### src/rtl/oam_dma_controller_pkg.sv
// Shared definitions for the OAM DMA engine: register map, OAM geometry,
// echo-RAM fold mask, FSM encoding and the source-address mapping helper.
package oam_dma_controller_pkg;

    localparam logic [15:0] OAM_DMA_REG = 16'hFF46;
    localparam logic [15:0] OAM_BASE    = 16'hFE00;
    localparam int          OAM_LEN     = 160;
    localparam logic [15:0] ECHO_MASK   = 16'hDFFF;

    typedef enum logic [2:0] {
        ST_IDLE,
        ST_START,
        ST_READ,
        ST_WAIT,
        ST_WRITE,
        ST_DONE
    } dma_state_t;

    // Pages E0..FF mirror C0..DF, so the fetch address folds back onto work RAM.
    function automatic logic [15:0] map_src_addr(input logic [7:0] src, input logic [7:0] idx);
        logic [15:0] raw;
        raw = {src, idx};
        return (src >= 8'hE0) ? (raw & ECHO_MASK) : raw;
    endfunction

endpackage

### src/rtl/oam_dma_controller.sv
// OAM DMA engine behind FF46: copies {src,00..LENGTH-1} into OAM one byte at a time.
// Define OAM_DMA_RESTART_EN to let an FF46 write restart a transfer already in flight.
module oam_dma_controller
    import oam_dma_controller_pkg::*;
#(
    parameter logic [15:0] REG_ADDR     = OAM_DMA_REG,
    parameter logic [15:0] DEST_BASE    = OAM_BASE,
    parameter int          LENGTH       = OAM_LEN,
    parameter int          START_DELAY  = 1,
    parameter int          READ_LATENCY = 1
) (
    input  logic        I_CLK,
    input  logic        I_RESET,
    input  logic [15:0] I_IOREG_ADDR,
    input  logic [7:0]  I_IOREG_WDATA,
    input  logic        I_IOREG_WE_L,
    input  logic        I_IOREG_RE_L,
    output logic [7:0]  O_IOREG_RDATA,
    output logic [15:0] O_RDMA_ADDR,
    output logic        O_RDMA_RE_L,
    input  logic [7:0]  I_RDMA_DATA,
    output logic [15:0] O_WDMA_ADDR,
    output logic [7:0]  O_WDMA_DATA,
    output logic        O_WDMA_WE_L,
    output logic        O_DMA_ACTIVE,
    output logic        O_DMA_DONE
);

    localparam int               CNT_W       = 8;
    localparam logic [7:0]       LAST_IDX    = 8'(LENGTH - 1);
    localparam logic [CNT_W-1:0] START_LAST  = CNT_W'(START_DELAY - 1);
    localparam logic [CNT_W-1:0] WAIT_LAST   = CNT_W'(READ_LATENCY - 1);
    localparam dma_state_t       FIRST_STATE = (START_DELAY == 0) ? ST_READ : ST_START;

    dma_state_t       state, state_n;
    logic [7:0]       src, src_n;
    logic [7:0]       idx, idx_n;
    logic [CNT_W-1:0] cnt, cnt_n;
    logic [15:0]      rdma_addr, rdma_addr_n;
    logic [15:0]      wdma_addr, wdma_addr_n;
    logic [7:0]       wdma_data, wdma_data_n;
    logic             trigger;
    logic             dma_active;
    logic             accept;

    assign trigger    = !I_IOREG_WE_L && (I_IOREG_ADDR == REG_ADDR);
    assign dma_active = (state == ST_START) || (state == ST_READ) ||
                        (state == ST_WAIT)  || (state == ST_WRITE);

`ifdef OAM_DMA_RESTART_EN
    assign accept = trigger;
`else
    assign accept = trigger && !dma_active;
`endif

    always_ff @(posedge I_CLK) begin
        if (I_RESET) begin
            state     <= ST_IDLE;
            src       <= 8'h00;
            idx       <= 8'h00;
            cnt       <= '0;
            rdma_addr <= 16'h0000;
            wdma_addr <= 16'h0000;
            wdma_data <= 8'h00;
        end else begin
            state     <= state_n;
            src       <= src_n;
            idx       <= idx_n;
            cnt       <= cnt_n;
            rdma_addr <= rdma_addr_n;
            wdma_addr <= wdma_addr_n;
            wdma_data <= wdma_data_n;
        end
    end

    always_comb begin
        state_n     = state;
        src_n       = src;
        idx_n       = idx;
        cnt_n       = cnt;
        rdma_addr_n = rdma_addr;
        wdma_addr_n = wdma_addr;
        wdma_data_n = wdma_data;

        case (state)
            ST_START: begin
                if (cnt == START_LAST) state_n = ST_READ;
                else                   cnt_n   = cnt + 1'b1;
            end
            ST_READ: begin
                state_n = ST_WAIT;
                cnt_n   = '0;
            end
            ST_WAIT: begin
                if (cnt == WAIT_LAST) begin
                    state_n     = ST_WRITE;
                    wdma_addr_n = DEST_BASE + {8'h00, idx};
                    wdma_data_n = I_RDMA_DATA;
                end else begin
                    cnt_n = cnt + 1'b1;
                end
            end
            ST_WRITE: begin
                if (idx == LAST_IDX) begin
                    state_n = ST_DONE;
                end else begin
                    idx_n   = idx + 8'd1;
                    state_n = ST_READ;
                end
            end
            ST_DONE:  state_n = ST_IDLE;
            default:  state_n = ST_IDLE;
        endcase

        // An accepted trigger overrides whatever the sequencer was about to do.
        if (accept) begin
            src_n   = I_IOREG_WDATA;
            idx_n   = 8'h00;
            cnt_n   = '0;
            state_n = FIRST_STATE;
        end

        // Read address is registered on entry to READ so it is stable for the whole strobe.
        if (state_n == ST_READ) rdma_addr_n = map_src_addr(src_n, idx_n);
    end

    assign O_RDMA_ADDR   = rdma_addr;
    assign O_RDMA_RE_L   = (state != ST_READ);
    assign O_WDMA_ADDR   = wdma_addr;
    assign O_WDMA_DATA   = wdma_data;
    assign O_WDMA_WE_L   = (state != ST_WRITE);
    assign O_DMA_ACTIVE  = dma_active;
    assign O_DMA_DONE    = (state == ST_DONE);
    assign O_IOREG_RDATA = (!I_IOREG_RE_L && (I_IOREG_ADDR == REG_ADDR)) ? src : 8'hFF;

endmodule

### config.mk
export PLATFORM = sky130hd
export DESIGN_NAME = oam_dma_controller
export DESIGN_NICKNAME = d
export VERILOG_FILES = /design/src/rtl/oam_dma_controller_pkg.sv /design/src/rtl/oam_dma_controller.sv
export SDC_FILE = /design/constraint.sdc
export NUM_CORES = 1
export LEC_CHECK = 0
export ABC_AREA = 1
export BUFFER_PORTS_ARGS = -buffer_cell sky130_fd_sc_hd__buf_2
export CAP_MARGIN = 20
export CORE_MARGIN = 2
export CORE_UTILIZATION = 25
export CTS_CLUSTER_SIZE = 12
export DETAILED_ROUTE_END_ITERATION = 12
export GPL_TIMING_DRIVEN = 0
export PLACE_DENSITY_LB_ADDON = 0.08
export SLEW_MARGIN = 30
export SYNTH_ARGS = -nofsm -noshare
export SYNTH_HDL_FRONTEND = slang
export SYNTH_SLANG_ARGS = --single-unit
### constraint.sdc
create_clock -name I_CLK -period 4.1 [get_ports I_CLK]
set_input_delay 0.615 -clock I_CLK [delete_from_list [all_inputs] [get_ports I_CLK]]
set_output_delay 0.615 -clock I_CLK [all_outputs]
set_load 0.02 [all_outputs]
==> metrics.yaml <==
logic_synthesis:
  synth.most_common_cell: "nand2_1"
  yosys_warnings: 0
  async_flop_share_pct: 0
  syn_nets: 435
  netlist_instances: 396
  ys_top_cells_by_area: "dfxtp_1 (43%), nand2_1 (11%), nor2_1 (10%), inv_1 (6.8%), a21oi_1 (4.3%)"
  ys_dominant_reg_cell: "dfxtp_1"
  synth_top_area_share_pct: 43.48
  yosysTopAreaCell: "dfxtp_1"
  synth_edf_count: 0
  synth_commonest_cells: "nand2_1 (83), nor2_1 (75), dfxtp_1 (60)"
  synth-seq-area-share_pct: 43.48
  netlist_area_um2: 2763
  synth.distinct_cells: 30
  ys_seq_elements: 60
  avgSynthCellArea_um2: 6.976
layout:
  register_area_um2: 1201
  area_growth_syn_to_layout_pct: 29.17
  multi_input_area_um2: 1265
  n_fill_cell: 1205
  layout.nets: 531
  antennaDiodeCount: 0
  drive_above_1_share_pct: 26.36
sta:
  rsz0062_at_grt: "no"
  fin_worst_skew_ps: 11.72
  finalHoldViolCount: 0
  slew_violations: 0
  setup_total_negative_slack_ps: 0
  max_slew_margin_pct: 63.74
  clock.fmax_mhz: 425.1
  tightest_slew_ps: 540.9
  post-route-min-period_ps: 2352
  setup_violations: 0
  fin_crit_sh_pct: 57.37
clocking:
  clk_path_buf_depth: 2
  clock_latency_ps: 340
  postCtsResizedCells: 0
  cts_buffers: 9
  htree_levels: 3
  cts_tree: "built"
  cts_root_buf: "clkbuf_8"
  clkTransAtPathRegs_ps: 70
  cts-hold-fix-buffers: 0
  clock_sinks: 60
  post_cts_buffers: 0
pwr:
  comb_power_share_pct: 3.3
  swShare_pct: 24.34
  intPower_mw: 0.8826
  finalPower_mw: 1.167
  cellLeakagePower_nw: 1.735
  power_density_nw_per_um2: 326.9
  p_seq_share_pct: 49.9
  ir_drop_mv: 0.1722
  p_sw_mw: 0.2840
  clkPwrFrac_pct: 46.8
global_route:
  grt_pass1_vias: 2632
  grt_pass1_wl_um: 12400
  grt_max_degree: 13
  grt_usage_pct: 13.44
  grt-ovfl-total: 0
  antenna_found_initial: 0
die:
  start_util_pct: 25.60
  dieArea_um2: 11910
  coreArea_um2: 10790
  rows: 38
  fp.dieH_um: 109.1
  ios: 88
  fp.dieW_um: 109.1
setup_path:
  worstPathArrival_ps: 1740
  critPathMaxFanout: 8
  cp.required_ps: 3480
  crit_slowest_cell: "nor3_2"
  critPathCaptureType: "primary output"
  worst_path_largest_cell_delay_ps: 440
  worstSetupPathType: "in2out"
  cp_cell_sequence: "buf_2, inv_1, nand2_1, nor2_1, nand2_1, nor3_2, nand2_1, buf_2"
  cpMostUsedCell: "nand2_1"
  critPathLaunchType: "input pin"
detailed_routing:
  drc: 0
  vias_per_cell: 4.138
  ant_nets: 0
  wl_um: 7339
  num_vias: 2636
  drt_iter0_markers: 82
  firstDrtPassIters: 4
  routedWlPerCell_um: 11.52
placement:
  hpwl_um: 5507
  io_buffers: 85
  place_congestion: 0.7663
flow_run:
  drv_cap: 0
hold_path:
  min_path_type: "reg2reg"
run_status:
  status: "complete, no violations"
[worst max-delay path: cells and delay by family]
kind	cells	cell delay, ps
buf+inv	3	320
simple gates	5	810
[flip-flops by register name, summed over array words and instances (netlist names)]
| name | cells |
|---|---|
| O_RDMA_ADDR | 16 |
| O_WDMA_ADDR | 9 |
| O_WDMA_DATA | 8 |
| cnt | 8 |
| idx | 8 |
| src | 8 |
| state | 3 |
[cell type report]
class,instances,share of cell area (%)
flip-flops and latches,60,33.66
clock buffers,9,3.471
clock inverters,7,2.139
plain buffers,16,2.665
multi-input cells,265,35.45
well taps,140,4.909
repair buffers,85,11.92
inverters,55,5.785
[stage by stage]
| stage | hold slack [ps] | instance area [um^2] | setup WS (ps) | util, % | instances |
|---|---|---|---|---|---|
| 2_1_floorplan | 456.6 | 2763 | 1880 | - | 396 |
| 3_3_place_gp | 456.9 | 3363 | 1387 | 31.16 | 621 |
| 3_5_place_dp | 462.8 | 3363 | 1367 | 31.16 | 621 |
| 4_1_cts | 467.4 | 3563 | 1366 | 33.02 | 637 |
| 5_1_grt | 475.1 | 3568 | 1540 | 33.06 | 637 |
| 6_report | 468.4 | 3568 | 1748 | 33.06 | 637 |
[cells in the final DEF, fill, tap and decap left out, types with 6 or more instances in the layout]
master | Yosys | layout
o21ai_0 | 21 | 21
dfxtp_1 | 60 | 60
nor3_1 | 7 | 6
nor2_1 | 75 | 75
nand3_1 | 22 | 22
clkbuf_1 | 7 | 7
a21oi_1 | 24 | 24
inv_1 | 50 | 50
buf_2 | 1 | 86
clkbuf_8 | 0 | 9
buf_4 | 7 | 7
nand2_1 | 83 | 83
[worst paths after layout]
| check | start | end | slack (ps) | cells after the start |
|---|---|---|---|---|
| min | O_RDMA_ADDR[6]$_SDFFE_PP0N_ | O_RDMA_ADDR[6]$_SDFFE_PP0N_ | 470 | 2 |
| min reg2reg | O_RDMA_ADDR[6]$_SDFFE_PP0N_ | O_RDMA_ADDR[6]$_SDFFE_PP0N_ | 470 | 2 |
| max | I_IOREG_ADDR[7] | O_IOREG_RDATA[4] | 1750 | 8 |
| max reg2reg | cnt[0]$_SDFFE_PP0P_ | O_RDMA_ADDR[2]$_SDFFE_PP0N_ | 2110 | 14 |
[metal layers]
metal	part of all wire, %	wire length, um	global-route usage, %
met1	50	3660	17.32
met2	45	3310	21.56
met5	0	0	0
met3	4.0	293	4.543
met4	1.0	74	3.297
[cells by family after synthesis]
group	synth area share, %
simple gates	32.65
buf+inv	10.91
flops	43.48
compound gates	10.19
xor+xnor	1.268
fa+ha+maj	1.359
other cells	0.1357
[power by group through the flow]
stage          clock [mW]  combinational [mW]  sequential (mW)
5_1_grt             0.594              0.0441            0.582
2_1_floorplan           0              0.0164            0.596
3_3_place_gp            0              0.0390            0.596
4_1_cts             0.570              0.0396            0.582
6_report            0.546              0.0387            0.582
3_5_place_dp            0              0.0395            0.596
No activity file was read; power rests on OpenSTA's default activity.
